==> config.mk <==
export PLATFORM = sky130hd
export DESIGN_NAME = ddsm_ctrl
export DESIGN_NICKNAME = d
export VERILOG_FILES = /design/src/rtl/ddsm_ctrl.sv
export SDC_FILE = /design/constraint.sdc
export NUM_CORES = 1
export LEC_CHECK = 0
export CORE_MARGIN = 5
export CORE_UTILIZATION = 51
export CTS_CLUSTER_DIAMETER = 30
export DETAILED_ROUTE_END_ITERATION = 12
export DONT_BUFFER_PORTS = 1
export PLACE_DENSITY = 0.69
export REMOVE_ABC_BUFFERS = 1
export SETUP_SLACK_MARGIN = 0.15
export SLEW_MARGIN = 40
export SYNTH_ARGS = -nofsm -noshare
export SYNTH_HDL_FRONTEND = slang
export SYNTH_SLANG_ARGS = --single-unit
==> constraint.sdc <==
create_clock -name i_clk -period 1.8 [get_ports i_clk]
set_input_delay 0.36 -clock i_clk [delete_from_list [all_inputs] [get_ports i_clk]]
set_output_delay 0.36 -clock i_clk [all_outputs]
set_load 0.02 [all_outputs]
==> src/rtl/ddsm_ctrl.sv <==
// Sequencing controller for the MASH delta-sigma modulator EFM chain.
// Holds the fractional word, runs the clear/flush start-up sequence and
// sources optional LFSR dither as the first stage's quantize carry-in.
// Every output is decoded from registered state or taken straight from a
// register, so no input reaches an output without passing a flop.
module ddsm_ctrl #(
  parameter int          P_DATA_WIDTH = 6,
  parameter int          P_FLUSH_CYC  = 4,
  parameter logic [14:0] P_LFSR_SEED  = 15'h0001
) (
  input  logic                    i_clk,
  input  logic                    i_rst_n,
  input  logic                    i_cfg_valid,
  input  logic [P_DATA_WIDTH-1:0] i_cfg_frac,
  output logic                    o_cfg_ready,
  input  logic                    i_enable,
  input  logic                    i_dither_en,
  output logic [P_DATA_WIDTH-1:0] o_frac,
  output logic                    o_dither,
  output logic                    o_efm_clr,
  output logic                    o_out_valid,
  output logic                    o_busy
);

  typedef enum logic [1:0] {
    ST_IDLE  = 2'd0,
    ST_CLEAR = 2'd1,
    ST_FLUSH = 2'd2,
    ST_RUN   = 2'd3
  } state_t;

  // Loaded in CLEAR so FLUSH lasts exactly P_FLUSH_CYC cycles (counts down to 0).
  localparam logic [7:0] FLUSH_LOAD = 8'(P_FLUSH_CYC - 1);

  state_t                  state_r;
  state_t                  state_nxt_s;
  logic [P_DATA_WIDTH-1:0] frac_r;
  logic [7:0]              flush_cnt_r;
  logic [14:0]             lfsr_r;
  logic                    dither_r;
  logic                    efm_clr_s;
  logic                    busy_s;
  logic                    out_valid_s;
  logic                    cfg_ready_s;
  logic                    run_s;

  // State register; async reset returns the sequencer to IDLE at once.
  always_ff @(posedge i_clk or negedge i_rst_n) begin
    if (!i_rst_n) begin
      state_r <= ST_IDLE;
    end else begin
      state_r <= state_nxt_s;
    end
  end

  // Next-state logic; a low enable aborts to IDLE ahead of any other move.
  always_comb begin
    state_nxt_s = state_r;
    case (state_r)
      ST_IDLE: begin
        if (i_enable) state_nxt_s = ST_CLEAR;
        else          state_nxt_s = ST_IDLE;
      end
      ST_CLEAR: begin
        if (!i_enable) state_nxt_s = ST_IDLE;
        else           state_nxt_s = ST_FLUSH;
      end
      ST_FLUSH: begin
        if (!i_enable)                state_nxt_s = ST_IDLE;
        else if (flush_cnt_r == 8'd0) state_nxt_s = ST_RUN;
        else                          state_nxt_s = ST_FLUSH;
      end
      ST_RUN: begin
        if (!i_enable) state_nxt_s = ST_IDLE;
        else           state_nxt_s = ST_RUN;
      end
      default: state_nxt_s = ST_IDLE;
    endcase
  end

  // Output decode from the state register only.
  always_comb begin
    efm_clr_s   = 1'b1;
    busy_s      = 1'b0;
    out_valid_s = 1'b0;
    cfg_ready_s = 1'b1;
    run_s       = 1'b0;
    case (state_r)
      ST_IDLE: begin
        efm_clr_s = 1'b1;
      end
      ST_CLEAR: begin
        busy_s      = 1'b1;
        cfg_ready_s = 1'b0;
      end
      ST_FLUSH: begin
        efm_clr_s   = 1'b0;
        busy_s      = 1'b1;
        cfg_ready_s = 1'b0;
      end
      ST_RUN: begin
        efm_clr_s   = 1'b0;
        out_valid_s = 1'b1;
        run_s       = 1'b1;
      end
      default: begin
        efm_clr_s = 1'b1;
      end
    endcase
  end

  // Flush counter: loaded in CLEAR, counts down while flushing the carry pipe.
  always_ff @(posedge i_clk or negedge i_rst_n) begin
    if (!i_rst_n) begin
      flush_cnt_r <= 8'd0;
    end else if (state_r == ST_CLEAR) begin
      flush_cnt_r <= FLUSH_LOAD;
    end else if ((state_r == ST_FLUSH) && (flush_cnt_r != 8'd0)) begin
      flush_cnt_r <= flush_cnt_r - 8'd1;
    end else begin
      flush_cnt_r <= flush_cnt_r;
    end
  end

  // Fractional word capture on a valid/ready transfer; RUN writes retune live.
  always_ff @(posedge i_clk or negedge i_rst_n) begin
    if (!i_rst_n) begin
      frac_r <= '0;
    end else if (i_cfg_valid && cfg_ready_s) begin
      frac_r <= i_cfg_frac;
    end else begin
      frac_r <= frac_r;
    end
  end

  // Dither LFSR: reseeded on entry to CLEAR, steps only while dithering in RUN.
  // Shifts toward the LSB with feedback from the two top bits into bit 14.
  always_ff @(posedge i_clk or negedge i_rst_n) begin
    if (!i_rst_n) begin
      lfsr_r <= P_LFSR_SEED;
    end else if ((state_r == ST_IDLE) && i_enable) begin
      lfsr_r <= P_LFSR_SEED;
    end else if (run_s && i_dither_en) begin
      lfsr_r <= {lfsr_r[14] ^ lfsr_r[13], lfsr_r[14:1]};
    end else begin
      lfsr_r <= lfsr_r;
    end
  end

  // Registered dither bit; the enable acts on the following cycle.
  always_ff @(posedge i_clk or negedge i_rst_n) begin
    if (!i_rst_n) begin
      dither_r <= 1'b0;
    end else begin
      dither_r <= run_s & i_dither_en & lfsr_r[0];
    end
  end

  assign o_frac      = frac_r;
  assign o_dither    = dither_r & run_s;
  assign o_efm_clr   = efm_clr_s;
  assign o_out_valid = out_valid_s;
  assign o_busy      = busy_s;
  assign o_cfg_ready = cfg_ready_s;

endmodule

# Yosys cells after proc, flatten, opt, wreduce, memory -nomap -nowiden
# Index checks and enable logic that the tools add are counted.
# op_classes
reduce_logical,11
n_bitwise,4
n_lt_le_gt_ge,0
shift,0
multipliers,0
mux,14
add_sub_neg,1
div_mod_pow,0
n_eq_ne,3
# ops
cell,count
$mux 15,2
$mux 8,2
$logic_not 8->1,1
$pmux 2 s4,1
$reduce_bool 8->1,1
$sub 8x1->8 const B,1
$mux 1,6
$mux 2,3
$eq 2x2->1 const B,2
$logic_and 1x1->1,4
$reduce_bool 2->1,2
$reduce_or 2->1,2
$and 1x1->1,3
$eq 2x1->1 const B,1
$logic_not 2->1,1
$xor 1x1->1,1
# word_totals
elab_cells,38
memories,0
inputBits,11
out_inout_bits,11
mem_bits_rw,0
mem_bits_ro,0
latch_bits,0
reg_bits,32

# Longest topological paths before layout
# Gate-level depths: netlist of the first run.
# depth
ltp_word,5
depth_mapped,6
depth_no_buf,5

# Worst setup path after synthesis of the first run
# OpenSTA, ideal clock, no wires.
# synth_path
path_kind,register to register
start,register state_r[0]
end,register flush_cnt_r[3]
t_arrival_ns,1.754
synth_period_minus_slack_ns,1.879
setup_time_ns,0.125
stages_incl_launch_ff,6
slack_ns,-0.079
t_required_ns,1.675
path_buffers,0
path_cell_list,dfrtp_1 -> inv_1 -> ha_1 -> or3b_2 -> a211oi_1 -> mux2_2
# synth_between
elab_chain_len,3
elab_cells_between_ends,5
cone_classes,eq/ne: 2; mux: 1; reduce/logical: 2
# synth_lines
item,line,source
start: declaration,35,state_t state_r;
start signal: assignment,52,state_r <= state_nxt_s;
$eq 2x2->1,118,end else if ((state_r == ST_FLUSH) && (flush_cnt_r != 8'd0)) begin
$logic_and 1x1->1,118,
$reduce_bool 2->1 (no source line),--,
end signal: assignment,119,flush_cnt_r <= flush_cnt_r - 8'd1;
end signal: assignment,121,flush_cnt_r <= flush_cnt_r;
end: declaration,38,logic [7:0] flush_cnt_r;
# Parallel ways exist; a longest one is shown, timed or not.
# A chain may end at the register's enable or synchronous reset.

# Final worst setup path of the first run
# layout_path
start,register state_r[0]
end,register flush_cnt_r[7]
# The elaborated chain is that of the path after synthesis.

==> results_dict.tcl, run 1 <==
set metrics [dict create \
    grt_util_met3_pct 7.53 \
    grt.busiest_layer "met2" \
    drive_above_1_share_pct 30.3 \
    final_core_util_pct 65.2 \
    worst_pin_slew_ps 490 \
    synth_cell_types 31 \
    rsz0062_at_grt "true" \
    antenna_found_initial 0 \
    cts_sinks 32 \
    grt_pass1_vias 1105 \
    netlist_area_um2 1480 \
    hold_slack_ps 176 \
    max_slew_margin_pct 67.4 \
    hold_viol 0 \
    period_minus_slack_ps 1680 \
    grt_max_degree 33 \
    ys_ff_latch 32 \
    power.leakage_nw 0.799 \
    fin_setup_tns_ps 0 \
    via_count 1097 \
    synth_cells 145 \
    start_util_pct 53.6 \
    peakVddDrop_mv 0.683 \
    yosysWarnings 0 \
    overflow 0 \
    yosysSeqAreaShare_pct 54.2 \
    cts_buffers 5 \
    drv_cap 0 \
    area_growth_pct 21.7 \
    synth_simple_gate_area_share_pct 19.9 \
    drcViolationCount 0 \
    avgSynthCellArea_um2 10.2 \
    fp.dieW_um 63.9 \
    routed_wl_mm 2.92 \
    insertion_delay_ps 330 \
    clock_skew_ps 9.58 \
    swShare_pct 27.3 \
    io_buffers 0 \
    die_area_um2 4080 \
    gr-usage-met2_pct 23.4 \
    crit_path_max_fanout 4 \
    drt_iter0_markers 58 \
    drtPass1Iterations 4 \
    detail-route-antenna-nets 0 \
    outcome "finished, final reports clean" \
    setup_viol 0 \
    vias_per_cell 5.60 \
    synth_xor_area_share_pct 0.592 \
    pwr-share-seq_pct 55.2 \
    synth_top_family_by_area "simple AND/OR/NAND/NOR gates" \
    muxShareOfSynthArea_pct 7.45 \
    root_buffer "clkbuf_4" \
    gr-usage-met1_pct 20.9 \
    coreArea_um2 2760 \
    die_h_um 63.9 \
    cts_tree "yes" \
    fmax_ghz 0.596 \
    track_usage_pct 16.1 \
    cp-end-kind "register" \
    p_int_w 0.00108 \
    io_pins 22 \
    regToRegSetupSlack_ps 120 \
    combPwrFrac_pct 13.5 \
    clockBufferDepth 2 \
    path_clk_slew_ps 100 \
    worstPathRequired_ps 2050 \
    arrival_ps 1930 \
    p_sw_w 0.000408 \
    start_kind "register" \
    power_density_nw_per_um2 829 \
    h-tree-depth 2 \
    grt_pass1_wl_mm 5.18 \
    place_hpwl_mm 1.90 \
    p_clk_share_pct 31.2 \
    wl_per_cell_um 14.9 \
    synth_compound_area_share_pct 9.98 \
    drv_slew 0 \
    crit_type "register to register" \
    rows 19 \
    nets 181 \
    hold_class "input pin to register" \
    antenna_cells 0 \
    gp_congestion 0.749 \
    synth_adder_area_share_pct 5.08 \
    fillers 233 \
    fin_crit_sh_pct 93.1 \
]
final timing paths:
| path | start | depth (start not counted) | to |
|---|---|---|---|
| hold reg to reg | lfsr_r[0] | 2 | lfsr_r[0] |
| setup / recovery | state_r[0] | 5 | flush_cnt_r[7] |
| max in group asynchronous | i_rst_n | 2 | lfsr_r[0] |
| hold / removal | i_cfg_frac[3] | 1 | o_frac[3] |
| min in group asynchronous | i_rst_n | 2 | flush_cnt_r[5] |
| setup reg to reg | state_r[0] | 5 | flush_cnt_r[7] |
cells in the final DEF, fill, tap and decap left out, types with 2 or more instances in the layout:
cell type	count
inv_2	2
mux2i_1	2
o21ai_0	3
ha_4	3
ha_1	2
buf_6	3
nor2_1	7
clkbuf_4	5
a21oi_1	18
nand2_1	29
nor3b_1	2
dfrtp_1	29
mux2_2	8
dfrtp_2	2
and2_1	2
nor2b_1	5
buf_4	13
inv_1	2
clkbuf_8	2
state kept, by name, indices dropped and copies added (netlist names):
name / cells
flush_cnt_r: 8
o_frac: 6
state_r: 2
dither_r: 1
lfsr_r: 15
per-layer routing:
| layer | routed length, µm | up-vias |
|---|---|---|
| met5 | 0 | - |
| met4 | 13 | 0 |
| met3 | 262 | 2 |
| met2 | 1360 | 37 |
| met1 | 1280 | 525 |
| li1 | - | 533 |
Yosys cell counts:
| cell type | instances | area share [%] |
|---|---|---|
| and2_1 | 3 | 1.3 |
| nand2_1 | 29 | 7.4 |
| and3_1 | 1 | 0.42 |
| a2111o_1 | 1 | 0.76 |
| nor2b_1 | 5 | 2.1 |
| nor3_1 | 1 | 0.34 |
| xor2_1 | 1 | 0.59 |
| nand3_1 | 1 | 0.34 |
| mux2_2 | 8 | 6.1 |
| inv_1 | 5 | 1.3 |
| o31ai_1 | 1 | 0.51 |
| a311oi_1 | 1 | 0.59 |
| dfstp_2 | 1 | 1.8 |
| dfrtp_1 | 31 | 52 |
| ha_1 | 6 | 5.1 |
| o21ai_0 | 3 | 1.0 |
| a21boi_0 | 1 | 0.51 |
| or4_4 | 1 | 0.76 |
| or4b_1 | 2 | 1.4 |
| a211oi_1 | 1 | 0.51 |
| nor2_1 | 8 | 2.0 |
| nand3b_1 | 1 | 0.51 |
| or3_1 | 1 | 0.42 |
| nor4_1 | 1 | 0.42 |
| mux2i_1 | 2 | 1.4 |
| a21oi_1 | 18 | 6.1 |
| or2_2 | 1 | 0.42 |
| or4_1 | 1 | 0.51 |
| clkbuf_1 | 6 | 1.5 |
| or3b_2 | 1 | 0.59 |
| nor3b_1 | 2 | 1.0 |
worst max-delay path, stage by stage, from the launching register on:
cell and delay, ps:
dfrtp_1 390, inv_2 90, ha_4 130, or3b_4 390, or4b_1 470, a21oi_1 150
power by group through the flow:
| stage | Sequential (W) | Clock, W | Combinational, W |
|---|---|---|---|
| 6_report | 0.000824 | 0.000466 | 0.000202 |
| 3_3_place_gp | 0.000835 | 0 | 0.000138 |
| 5_1_grt | 0.000830 | 0.000527 | 0.000222 |
| 3_5_place_dp | 0.000837 | 0 | 0.000145 |
| 4_1_cts | 0.000824 | 0.000483 | 0.000200 |
| 2_1_floorplan | 0.000828 | 0 | 0.000107 |
final cells by class:
cell class                 count  area [µm²]  share of cell area (%)
multi-input combinational    102         702                    39.0
inverter                       5        23.8                    1.32
tap                           31        38.8                    2.16
sequential                    32         805                    44.7
clock buffer                   8        68.8                    3.82
timing repair buffer          18         161                    8.97
kinds of logic after synthesis:
| logic type | after synthesis |
|---|---|
| compound gates | 26 |
| mux | 10 |
| simple gates | 59 |
| buf+inv | 11 |
| xor+xnor | 1 |
| fa+ha+maj | 6 |
| flops | 32 |
stage by stage:
step	power [W]	setup slack, ps	std cells	area, µm²
floorplan	0.000935	-78.9	139	1460
global placement	0.000973	14.0	178	1560
detailed placement	0.000982	-49.2	178	1560
CTS	0.00151	98.7	195	1780
global route	0.00158	42.7	196	1800
finish	0.00149	124	196	1800
what timing repair did:
item | in CTS | in global routing
setup endpoints to repair | 9 | 17
hold buffers | 2 | 0
pin swaps | 5 | 3
endpoints found under the hold margin | 32 | 0
buffers inserted | 7 | 1
resized for setup | 19 | 6
Note: power is estimated with default switching activity, not from simulation.
==> run 2, diff against run 1 <==
- CORE_UTILIZATION: 51 -> 55
- PLACE_DENSITY: 0.69 -> 0.73
==> run 2 against run 1 <==
Final cell count up 0.51%. Core utilization up 6.3 points. Sequential share of layout area down 0.29 points. Clock power down 9.4%. Largest power group unchanged. Worst setup slack worse by 29 ps. Register-to-register slack worse by 30 ps. Global-route usage up 2.1 points. Highest routed layer unchanged. Non-clock buffer count up 2. Largest cell class unchanged. Hold slack better by 1.2 ps.
==> results_dict.tcl, run 2 (same netlist as run 1, synthesis figures left out) <==
set metrics [dict create \
    start_kind "register" \
    crit_chain "inv_2 -> ha_4 -> or3b_4 -> or4b_1 -> a21oi_2" \
    outcome "finished, final reports clean" \
    drtPass1Iterations 4 \
    gp_congestion 0.819 \
    largest_reg_flops 15 \
    cts_buffers 5 \
    track_usage_pct 18.1 \
    fmax_ghz 0.586 \
    hold_class "input pin to register" \
    nets 183 \
    slowest_delay_ps 490 \
    drv_cap 0 \
    start_util_pct 58.6 \
    overflow 0 \
    setup_viol 0 \
    power_density_nw_per_um2 804 \
    peakVddDrop_mv 0.837 \
    final_core_util_pct 71.6 \
    h-tree-depth 2 \
    antenna_cells 0 \
    via_count 1103 \
    final_area_um2 1810 \
    drv_slew 0 \
    fp.dieW_um 61.9 \
    wl_per_cell_um 14.7 \
    drt_iter0_markers 65 \
    final_cell_mix "31 x dfrtp_1, 29 x nand2_1, 16 x a21oi_1" \
    grt_pass1_wl_mm 5.02 \
    place_area_um2 1600 \
    coreArea_um2 2520 \
    clock_skew_ps 2.73 \
    root_buffer "clkbuf_4" \
    rsz0062_at_grt "true" \
    p_sw_w 0.000413 \
    crit_type "register to register" \
    routed_wl_mm 2.90 \
    drcViolationCount 0 \
    vias_per_cell 5.60 \
    cts_tree "yes" \
    combPwrFrac_pct 14.2 \
    crit_path_max_fanout 4 \
    io_buffers 0 \
    period_minus_slack_ps 1710 \
    final_common_cell "dfrtp_1" \
    place_hpwl_mm 1.96 \
    detail-route-antenna-nets 0 \
    regToRegSetupSlack_ps 90 \
    cp-end-kind "register" \
    critPathSlowestCell "or4b_1" \
    p_clk_share_pct 29.1 \
    power.leakage_nw 0.813 \
    drive_above_1_share_pct 30.5 \
    holdCritStartpoint "i_enable" \
    grt_pass1_vias 1171 \
    io_pins 22 \
    rows 18 \
    insertion_delay_ps 320 \
    r2r_end "flush_cnt_r[7]" \
    area_growth_pct 22.1 \
    pwr-share-seq_pct 56.7 \
    grt_max_degree 33 \
    antenna_found_initial 0 \
    path_clk_slew_ps 100 \
    r2r_cells 5 \
    worstPathRequired_ps 2050 \
    die_h_um 61.9 \
    finalPower_w 0.00145 \
    r2r-start "state_r[0]" \
    largest_register "lfsr_r" \
    worst_pin_slew_ps 513 \
    max_slew_margin_pct 65.8 \
    worst_hold_path.endpoint "state_r[0]" \
    clockBufferDepth 2 \
    swShare_pct 28.5 \
    p_int_w 0.00104 \
    fin_crit_sh_pct 94.7 \
    die_area_um2 3830 \
    cts_sinks 32 \
    min_path_cells 1 \
    arrival_ps 1960 \
    hold_viol 0 \
]
run 2: changes by cell type in the layout (fill, tap and decap cells not counted), sizes merged:
| cell | previous run | this run |
|---|---|---|
| buf | 17 | 19 |
| clkinv | 0 | 2 |
| clkbuf | 8 | 6 |
run 2: how the worst max path moves through the flow:
stage | start | end | slack (ps) | depth (start not counted)
finish | state_r[0] | flush_cnt_r[7] | 90 | 5
global route | state_r[0] | o_cfg_ready | 40 | 5
CTS | state_r[0] | flush_cnt_r[7] | 110 | 5
detailed placement | state_r[0] | flush_cnt_r[3] | -6 | 5
global placement | state_r[0] | flush_cnt_r[3] | 30 | 5
floorplan | state_r[0] | flush_cnt_r[3] | -80 | 5
run 2: per-stage QoR:
step,setup WS [ps],setup TNS (ps),cells,hold slack [ps]
2_1_floorplan,-78.9,-131,139,64.4
3_3_place_gp,25.5,0,183,65.4
3_5_place_dp,-6.17,-6.17,183,65.6
6_report,94.6,0,197,177
5_1_grt,36.4,0,197,155
4_1_cts,106,0,196,159
run 2: worst max-delay path: cells and delay by family, from the launching register on:
family | cells | cell delay [ps]
flops | 1 | 410
compound gates | 1 | 120
buf+inv | 1 | 90
fa+ha+maj | 1 | 130
simple gates | 2 | 880
run 2: repair_timing:
action / CTS / global route
buffers inserted: 3 / 1
endpoints found under the setup margin: 9 / 9
hold endpoints to repair: 32 / 0
pin swaps: 5 / 2
hold buffers: 2 / 0
cloned: 0 / 0
resized for setup: 13 / 10
run 2: layer usage:
| metal | part of all wire (%) | track usage [%] | routed length [µm] |
|---|---|---|---|
| met1 | 43 | 21.3 | 1240 |
| met5 | 0 | 0 | 0 |
| met4 | 1.6 | 7.58 | 46 |
| met3 | 8.1 | 8.06 | 235 |
| met2 | 47 | 29.0 | 1380 |
run 2: power groups by stage:
stage | logic, W | registers (W) | clock network (W)
CTS | 0.000199 | 0.000822 | 0.000436
finish | 0.000206 | 0.000823 | 0.000422
global route | 0.000227 | 0.000831 | 0.000468
detailed placement | 0.000153 | 0.000835 | 0
floorplan | 0.000107 | 0.000828 | 0
global placement | 0.000142 | 0.000835 | 0
run 2: final cells by class:
| cell class | count | area (µm²) |
|---|---|---|
| clock buffer | 6 | 51.3 |
| clock inverter | 2 | 10.0 |
| fill | 180 | 717 |
| inverter | 5 | 23.8 |
| multi-input combinational | 102 | 704 |
| sequential | 32 | 802 |
| tap | 30 | 37.5 |
| timing repair buffer | 20 | 176 |
